### config.mk
export PLATFORM = sky130hd
export DESIGN_NAME = overlay_wr_sched
export DESIGN_NICKNAME = d
export VERILOG_FILES = /design/src/rtl/overlay_pkg.sv /design/src/rtl/overlay_rr_arb.sv /design/src/rtl/overlay_wr_sched.sv
export SDC_FILE = /design/constraint.sdc
export NUM_CORES = 1
export LEC_CHECK = 0
export CAP_MARGIN = 25
export CORE_MARGIN = 1
export CORE_UTILIZATION = 40
export CTS_BUF_LIST = sky130_fd_sc_hd__clkbuf_2 sky130_fd_sc_hd__clkbuf_4 sky130_fd_sc_hd__clkbuf_8
export CTS_CLUSTER_DIAMETER = 40
export CTS_CLUSTER_SIZE = 14
export DETAILED_ROUTE_END_ITERATION = 8
export PLACE_DENSITY = 0.78
export SLEW_MARGIN = 10
export SYNTH_ARGS = -nofsm -noshare
export SYNTH_HDL_FRONTEND = slang
export SYNTH_HIERARCHICAL = 1
export SYNTH_SLANG_ARGS = --single-unit
### constraint.sdc
create_clock -name i_clk -period 2.4 [get_ports i_clk]
set_input_delay 0.36 -clock i_clk [delete_from_list [all_inputs] [get_ports i_clk]]
set_output_delay 0.36 -clock i_clk [all_outputs]
set_load 0.01 [all_outputs]
### src/rtl/overlay_pkg.sv
// rtl/overlay_pkg.sv - shared widths, scheduler state type and char codes for the overlay
package overlay_pkg;

    localparam int OVL_AW = 11;
    localparam int OVL_DW = 8;
    localparam int OVL_LW = 5;

    typedef enum logic {
        IDLE  = 1'b0,
        BURST = 1'b1
    } sched_state_t;

    // Character codes written by the overlay content generators
    localparam logic [7:0] CHR_GEAR = 8'h2A;
    localparam logic [7:0] CHR_BAR  = 8'h96;
    localparam logic [7:0] CHR_FILL = 8'h7F;
    localparam logic [7:0] CHR_TEXT = 8'hA6;

endpackage

### src/rtl/overlay_rr_arb.sv
// rtl/overlay_rr_arb.sv - combinational round-robin pick starting at rr_ptr
module overlay_rr_arb #(
    parameter int NREQ = 4,
    localparam int IW = (NREQ > 1) ? $clog2(NREQ) : 1
) (
    input  logic [NREQ-1:0] req,
    input  logic [IW-1:0]   rr_ptr,
    output logic            found,
    output logic [IW-1:0]   idx
);

    // First asserted request at or after rr_ptr, wrapping modulo NREQ
    always_comb begin
        found = 1'b0;
        idx   = '0;
        for (int k = 0; k < NREQ; k++) begin
            if (!found && req[(int'(rr_ptr) + k) % NREQ]) begin
                found = 1'b1;
                idx   = IW'((int'(rr_ptr) + k) % NREQ);
            end
        end
    end

endmodule

### src/rtl/overlay_wr_sched.sv
// rtl/overlay_wr_sched.sv - burst write scheduler sharing the char RAM write port
module overlay_wr_sched
    import overlay_pkg::*;
#(
    parameter int NREQ = 4,
    parameter int AW   = OVL_AW,
    parameter int DW   = OVL_DW,
    parameter int LW   = OVL_LW,
    localparam int IW  = (NREQ > 1) ? $clog2(NREQ) : 1
) (
    input  logic               i_clk,
    input  logic               reset,
    input  logic               vblank,
    input  logic               vblank_only,
    input  logic [NREQ-1:0]    req_valid,
    input  logic [NREQ*AW-1:0] req_addr,
    input  logic [NREQ*LW-1:0] req_len,
    input  logic [NREQ*DW-1:0] req_data,
    output logic [NREQ-1:0]    req_ready,
    output logic [NREQ-1:0]    req_done,
    output logic               wr_ena,
    output logic [AW-1:0]      wr_addr,
    output logic [DW-1:0]      wr_data,
    output logic               busy,
    output logic [IW-1:0]      grant_idx
);

    sched_state_t  state;
    logic [AW-1:0] base;
    logic [LW-1:0] len;
    logic [LW-1:0] beat;
    logic [IW-1:0] rr_ptr;

    logic          gate_open;
    logic          arb_found;
    logic [IW-1:0] arb_idx;
    logic          beat_fire;
    logic [DW-1:0] cur_data;

    assign gate_open = ~vblank_only | vblank;
    assign beat_fire = (state == BURST) & gate_open & req_valid[grant_idx];
    assign cur_data  = req_data[int'(grant_idx)*DW +: DW];

    overlay_rr_arb #(
        .NREQ(NREQ)
    ) u_arb (
        .req    (req_valid),
        .rr_ptr (rr_ptr),
        .found  (arb_found),
        .idx    (arb_idx)
    );

    // Only the grantee sees ready, and only while the gate is open
    always_comb begin
        req_ready = '0;
        if (state == BURST) begin
            req_ready[grant_idx] = gate_open;
        end
    end

    // Grant/burst FSM with registered write port and done pulses
    always_ff @(posedge i_clk) begin
        if (reset) begin
            state     <= IDLE;
            base      <= '0;
            len       <= '0;
            beat      <= '0;
            rr_ptr    <= '0;
            wr_ena    <= 1'b0;
            wr_addr   <= '0;
            wr_data   <= '0;
            req_done  <= '0;
            busy      <= 1'b0;
            grant_idx <= '0;
        end else begin
            wr_ena   <= 1'b0;
            req_done <= '0;
            case (state)
                IDLE: begin
                    if (gate_open && arb_found) begin
                        grant_idx <= arb_idx;
                        base      <= req_addr[int'(arb_idx)*AW +: AW];
                        len       <= req_len[int'(arb_idx)*LW +: LW];
                        beat      <= '0;
                        busy      <= 1'b1;
                        state     <= BURST;
                    end
                end
                BURST: begin
                    if (beat_fire) begin
                        wr_ena  <= 1'b1;
                        wr_addr <= base + AW'(beat);
                        wr_data <= cur_data;
                        beat    <= beat + 1'b1;
                        if (beat == len) begin
                            req_done[grant_idx] <= 1'b1;
                            busy                <= 1'b0;
                            rr_ptr              <= (grant_idx == IW'(NREQ - 1)) ? '0 : grant_idx + IW'(1);
                            state               <= IDLE;
                        end
                    end
                end
                default: state <= IDLE;
            endcase
        end
    end

endmodule

; ---- Word-level counts from Yosys, hierarchy flattened
; Index checks and enable logic that the tools add are counted.
[word_totals]
word_cells = 99
out_inout_bits = 31
ff_bits = 51
inputBits = 104
[classes]
reduce_logical = 18
n_mux = 37
shift = 3
n_mul = 2
magnitude_cmp = 6
n_addsub = 6
bitwise = 11
n_eq_ne = 5
[ops]
columns = cell, count
row1 = 44-bit by 7-bit variable part select with 11-bit output, 1
row2 = 32-bit by 6-bit variable part select with 8-bit output, 1
row3 = 1-bit two-way mux, 20
row4 = 20-bit by 6-bit variable part select with 5-bit output, 1
row5 = 3-bit by 4-bit < comparator with 1-bit output (second input constant), 3
row6 = 11-bit by 5-bit adder with 11-bit output, 1
row7 = 1-bit binary-select mux with 2-bit select, 5
row8 = 2-bit two-way mux, 5
row9 = 5-bit two-way mux, 2
row10 = 5-bit one-hot mux with 2 select lines, 1
row11 = 2-bit OR reduction, 4
row12 = 2-bit by 3-bit < comparator with 1-bit output (second input constant), 2
row13 = 2-bit by 4-bit multiplier with 6-bit output (second input constant), 1
row14 = 2-bit AND reduction, 3
row15 = 3-bit AND reduction, 2
row16 = 5-bit by 1-bit adder with 5-bit output (second input constant), 1
row17 = 5-bit equality test, 1
row18 = 1-bit logical AND, 5
row19 = 2-bit by 3-bit multiplier with 5-bit output (second input constant), 1
row20 = 2-bit by 1-bit adder with 2-bit output (second input constant), 2
row21 = 2-bit adder (second input constant), 2
row22 = 4-bit AND, 1
row23 = 4-bit two-way mux, 1
row24 = 2-bit by 1-bit inequality test with 1-bit output (second input constant), 2
row25 = other kinds (11), 20

; ---- Depth between registers and ports, before layout
[logic_depth]
depth_word = 17
depth_mapped = 8
mapped_depth_nobuf = 8

; ---- Hierarchy
; Netlist, hierarchy kept.
[by_module_without_submodules]
columns = mod, seq_area_each_um2, cells_per_inst, instances, area_each_um2
row1 = overlay_wr_sched, 1021.0, 292, 1, 2803.9
row2 = overlay_rr_arb, 0.0, 15, 1, 77.6

; ---- Worst setup path after synthesis
; Ideal clock, no wire load.
[synth_path]
kind = input port to flip-flop
start = input port req_valid[1]
end = register len[1]
required_time_ns = 2.268
arrival_ns = 2.038
stages = 8
slack_ns = 0.230
cell_sequence = inv_1 -> a221o_1 -> a21oi_1 -> buf_2 -> buf_2 -> mux4_2 -> nand2_1 -> a21oi_1
[synth_via]
elab_chain_cells = 14
elab_cells_between_ends = 29
cone_classes = mul (1) / shift (1) / mux (19) / reduce/logical (8)
[synth_rtl]
columns = element, line_no
row1 = "start, declared", overlay_wr_sched.sv:15  ; input logic [NREQ-1:0] req_valid,
row2 = 1-bit binary-select mux with 2-bit select, overlay_rr_arb.sv:17  ; if (!found && req[(int'(rr_ptr) + k) % NREQ]) begin
row3 = 1-bit two-way mux (implied by the code), overlay_rr_arb.sv:17
row4 = 1-bit two-way mux, overlay_rr_arb.sv:17
row5 = 1-bit zero test, overlay_rr_arb.sv:17
row6 = 1-bit logical AND, overlay_rr_arb.sv:17
row7 = 1-bit two-way mux, overlay_rr_arb.sv:17
row8 = 1-bit zero test, overlay_rr_arb.sv:17
row9 = 1-bit logical AND, overlay_rr_arb.sv:17
row10 = 1-bit two-way mux, overlay_rr_arb.sv:17
row11 = 1-bit zero test, overlay_rr_arb.sv:17
row12 = 1-bit logical AND, overlay_rr_arb.sv:17
row13 = 2-bit two-way mux (*), overlay_rr_arb.sv:17
row14 = named net arb_idx[0], overlay_wr_sched.sv:36  ; logic [IW-1:0] arb_idx;
row15 = 2-bit by 3-bit multiplier with 5-bit output (*), overlay_wr_sched.sv:83  ; len <= req_len[int'(arb_idx)*LW +: LW];
row16 = 20-bit by 6-bit variable part select with 5-bit output (*), overlay_wr_sched.sv:83
row17 = "end signal, assigned", overlay_wr_sched.sv:83
row18 = "end, declared", overlay_wr_sched.sv:30  ; logic [LW-1:0] len;
; The timed path passes the listed nets; every way through them passes the cells marked *. The select of a mux whose other input is x is not followed.
; A chain may end at the register's enable or synchronous reset.

; ---- Final worst setup path
[layout_path]
start = register grant_idx[1]
end = output port req_ready[2]
[layout_via]
elab_chain_cells = 6
elab_cells_between_ends = 7
cone_classes = order compare (2) / mux (3) / bitwise (1) / reduce/logical (1)
[layout_rtl]
columns = element, line_no
row1 = "start, declared", overlay_wr_sched.sv:25  ; output logic [IW-1:0] grant_idx
row2 = "start signal, assigned", overlay_wr_sched.sv:81  ; grant_idx <= arb_idx;
row3 = 2-bit by 3-bit < comparator with 1-bit output (implied by the code) or 2-bit by 1-bit >= comparator with 1-bit output (tied branches), overlay_wr_sched.sv:57  ; req_ready[grant_idx] = gate_open;
row4 = 1-bit logical AND (implied by the code), overlay_wr_sched.sv:57
row5 = 1-bit two-way mux (implied by the code), overlay_wr_sched.sv:57
row6 = 1-bit demux with 2-bit select (*), overlay_wr_sched.sv:57
row7 = 4-bit AND (no source line) (*), --
row8 = 4-bit two-way mux (*), overlay_wr_sched.sv:56  ; if (state == BURST) begin
row9 = "end, declared", overlay_wr_sched.sv:19  ; output logic [NREQ-1:0] req_ready,
; Mark *: on every way between the ends. The rest lies on a longest branch, timed or not.

==> impl_metrics.toml <==
[outcome]
outcome = "completed"

[synthesis]
synth_area_um2 = 2880
synth_area_leaders = "dfxtp_1 35%, mux4_2 20%, nand2_1 7.7%"
ys_seq_area_frac = 0.354
syn_inst = 307
ys_seq_elements = 51
synth_nets = 422
syn_area_per_cell_um2 = 9.39
ys.flop_type = "dfxtp_1"
synthTopCellsByCount = "59 x nand2_1, 51 x dfxtp_1, 39 x a21oi_1, 25 x mux4_2, 19 x nor2_1"
yosysUniqueCellTypes = 41
yosysTopAreaCellShare = 0.354
synth_top_cell_by_area = "dfxtp_1"
ys_warn_count = 6
synth_edf_count = 0
async_flop_share = 0
synth_most_common_cell = "nand2_1"

[placed_design]
portBuffers = 134
place_hpwl_um = 5770
dp_slack_ns = -0.0528
dp_cells = 528
place_congestion = 0.817

[critical_path]
crit_required_ns = 2.04
reg2reg_setup_slack_ns = 0.29
r2r_cells = 8
crit_chain = "buf_4, ha_1, and3_1, clkdlybuf4s50_1"
worstPathArrival_ns = 1.82
crit-reg2reg-launch = "beat[0]"
endpoint_kind = "output pin"
crit_fanout = 9
slowest_stage = "clkdlybuf4s50_1"
critical_path_class = "reg -> out"
r2r-end = "wr_addr[8]"
cp_slowest_stage_delay_ns = 0.54
cp-start-kind = "flip-flop"

[cts]
tritoncts = "done"
cts_resized = 0
htree_levels = 2
clk_pin_slew_ns = 0.08
ctsHoldBuffers = 0
clk_latency_ns = 0.30
cts_sinks = 51
cts_buffer_depth = 2
numCtsBuffers = 5
cts_root_buffer = "clkbuf_8"
postCtsSetupBuffers = 0

[sta]
slew_violations = 0
min_period_ns = 2.18
slew_headroom = 0.742
rsz0062_at_grt = "no"
worst_slew_pin_slew_ns = 0.387
setup_ws_ns = 0.222
max_freq_mhz = 459
finalHoldViolCount = 0
setup_violations = 0
skew_ns = 0.00668
post-route-period-util = 0.907

[routing]
vias_per_cell = 5.07
wl_um = 7150
wire_per_inst_um = 13.3
vias = 2718
dr.pass1.iters = 4
drt-initial-drc-count = 102
drc = 0
postRouteAntennaNets = 0

[pwr]
pwr-share-clk = 0.246
power.internal_uw = 1490
power_density_nw_per_um2 = 455
p_total_uw = 2030
power_leakage_uw = 0.00164
p_seq_frac = 0.468
vdd.ir_drop.worst_mv = 0.271
p_comb_frac = 0.286
p_sw_uw = 536
sw_frac_of_total = 0.265

[global_route]
grt_pass1_wl_um = 11800
grt_max_degree = 29
grt_remaining_overflow = 0
grt_use_total = 0.197
grt_util_met3 = 0.0294
grt_pass1_vias = 2753
grt_util_met2 = 0.384
met1_usage = 0.219
antenna_found_initial = 0
top_usage_layer = "met2"

[cells_and_area]
num_antenna_cells = 0
seq_area_um2 = 1020
syn2layout_area_growth_pct = 54.5
nNetsFinal = 554
nFillCells = 564
fin_util = 0.648
final_cells = 536
multi_input_area_um2 = 1730
drive_above_1_share = 0.120

[worst_hold_path]
min_path_cells = 2
holdPathEnd = "wr_data[5]"
hold_path.class = "reg -> reg"
min_from = "wr_data[5]"

[floorplan]
core_um2 = 6870
rows = 30
top_level_ports = 135
initial_core_util = 0.419
die_x_um = 86.9
die_y_um = 86.9
dieArea_um2 = 7550

[run]
cap_violations = 0
power by group through the flow:
| stage | clock, uW | sequential, uW | combinational, uW |
|---|---|---|---|
| 3_5_place_dp | 0 | 967 | 583 |
| 3_3_place_gp | 0 | 966 | 570 |
| 4_1_cts | 507 | 947 | 586 |
| 6_report | 499 | 947 | 579 |
| 5_1_grt | 538 | 955 | 633 |
| 2_1_floorplan | 0 | 966 | 290 |
critical path: cells and delay by family, from the launching register on:
| kind | cells | cell delay, ns |
|---|---|---|
| DFF | 1 | 0.43 |
| buffers and inverters | 2 | 0.77 |
| and+or+nand+nor | 1 | 0.14 |
| adders and majority gates | 1 | 0.17 |
worst max-delay path by stage:
stage                  from      endpoint  slack, ns  cells past startpoint
6_report       grant_idx[1]  req_ready[2]       0.22                      4
5_1_grt             beat[0]    wr_addr[8]        0.1                      8
4_1_cts             beat[0]    wr_addr[8]       0.08                      8
3_5_place_dp   req_valid[1]       base[8]      -0.05                      8
3_3_place_gp   req_valid[1]       base[9]     -0.002                      8
2_1_floorplan  req_valid[1]        len[1]       0.23                      8
metrics by stage:
stage	area [um2]	hold slack (ns)	TNS, ns
floorplan	2880	0.441	0
global placement	4360	0.442	-0.00370
detailed placement	4360	0.447	-0.611
CTS	4450	0.452	0
global route	4450	0.472	0
finish	4450	0.455	0
layout make-up:
class	count	share of cell area
multi-input cells	225	0.390
clock inverters	1	0.00112
well taps	96	0.0270
clock buffers	7	0.0188
flip-flops and latches	51	0.230
inverters	11	0.00928
repair buffers	145	0.324
logic make-up (layout without fill, tap and decap cells):
family | Yosys count | after routing | share of synthesized area
adder cells (fa/ha/maj) | 11 | 11 | 0.0504
XOR/XNOR | 13 | 13 | 0.0395
AO/OA/AOI/OAI | 63 | 63 | 0.127
multiplexers | 26 | 26 | 0.199
flip-flops | 51 | 51 | 0.354
buffers and inverters | 31 | 164 | 0.0465
AND/OR/NAND/NOR | 112 | 112 | 0.184
metal layers:
metal / wire length (um) / share of wire / vias to the layer above
li1: - / - / 1361
met2: 3760 / 0.53 / 89
met1: 2930 / 0.41 / 1258
met5: 0 / 0 / -
met4: 95 / 0.013 / 0
met3: 369 / 0.052 / 10
state kept, by name, summed over array words and instances, names as in the netlist, 2 cells and up:
name and flops:
req_done 4, wr_addr 11, rr_ptr 2, beat 5
grant_idx 2, wr_data 8, len 5, base 11
layout by cell type, fill, tap and decap left out, drive strengths merged, types with 2 or more instances in the layout:
cell / Yosys / final
o211ai: 3 / 3
a21oi: 39 / 39
and2: 4 / 4
o21ai: 7 / 7
clkbuf: 13 / 7
nand2: 59 / 59
a211oi: 8 / 8
o2111ai: 2 / 2
nand3b: 2 / 2
inv: 11 / 11
dfxtp: 51 / 51
nor2: 19 / 19
and3: 5 / 5
nor3: 5 / 5
xor2: 11 / 11
xnor2: 2 / 2
nand3: 5 / 5
nand4: 3 / 3
ha: 10 / 10
mux4: 25 / 25
nand2b: 4 / 4
buf: 7 / 12
clkdlybuf4s50: 0 / 133
(Power assumes the default switching activity.)
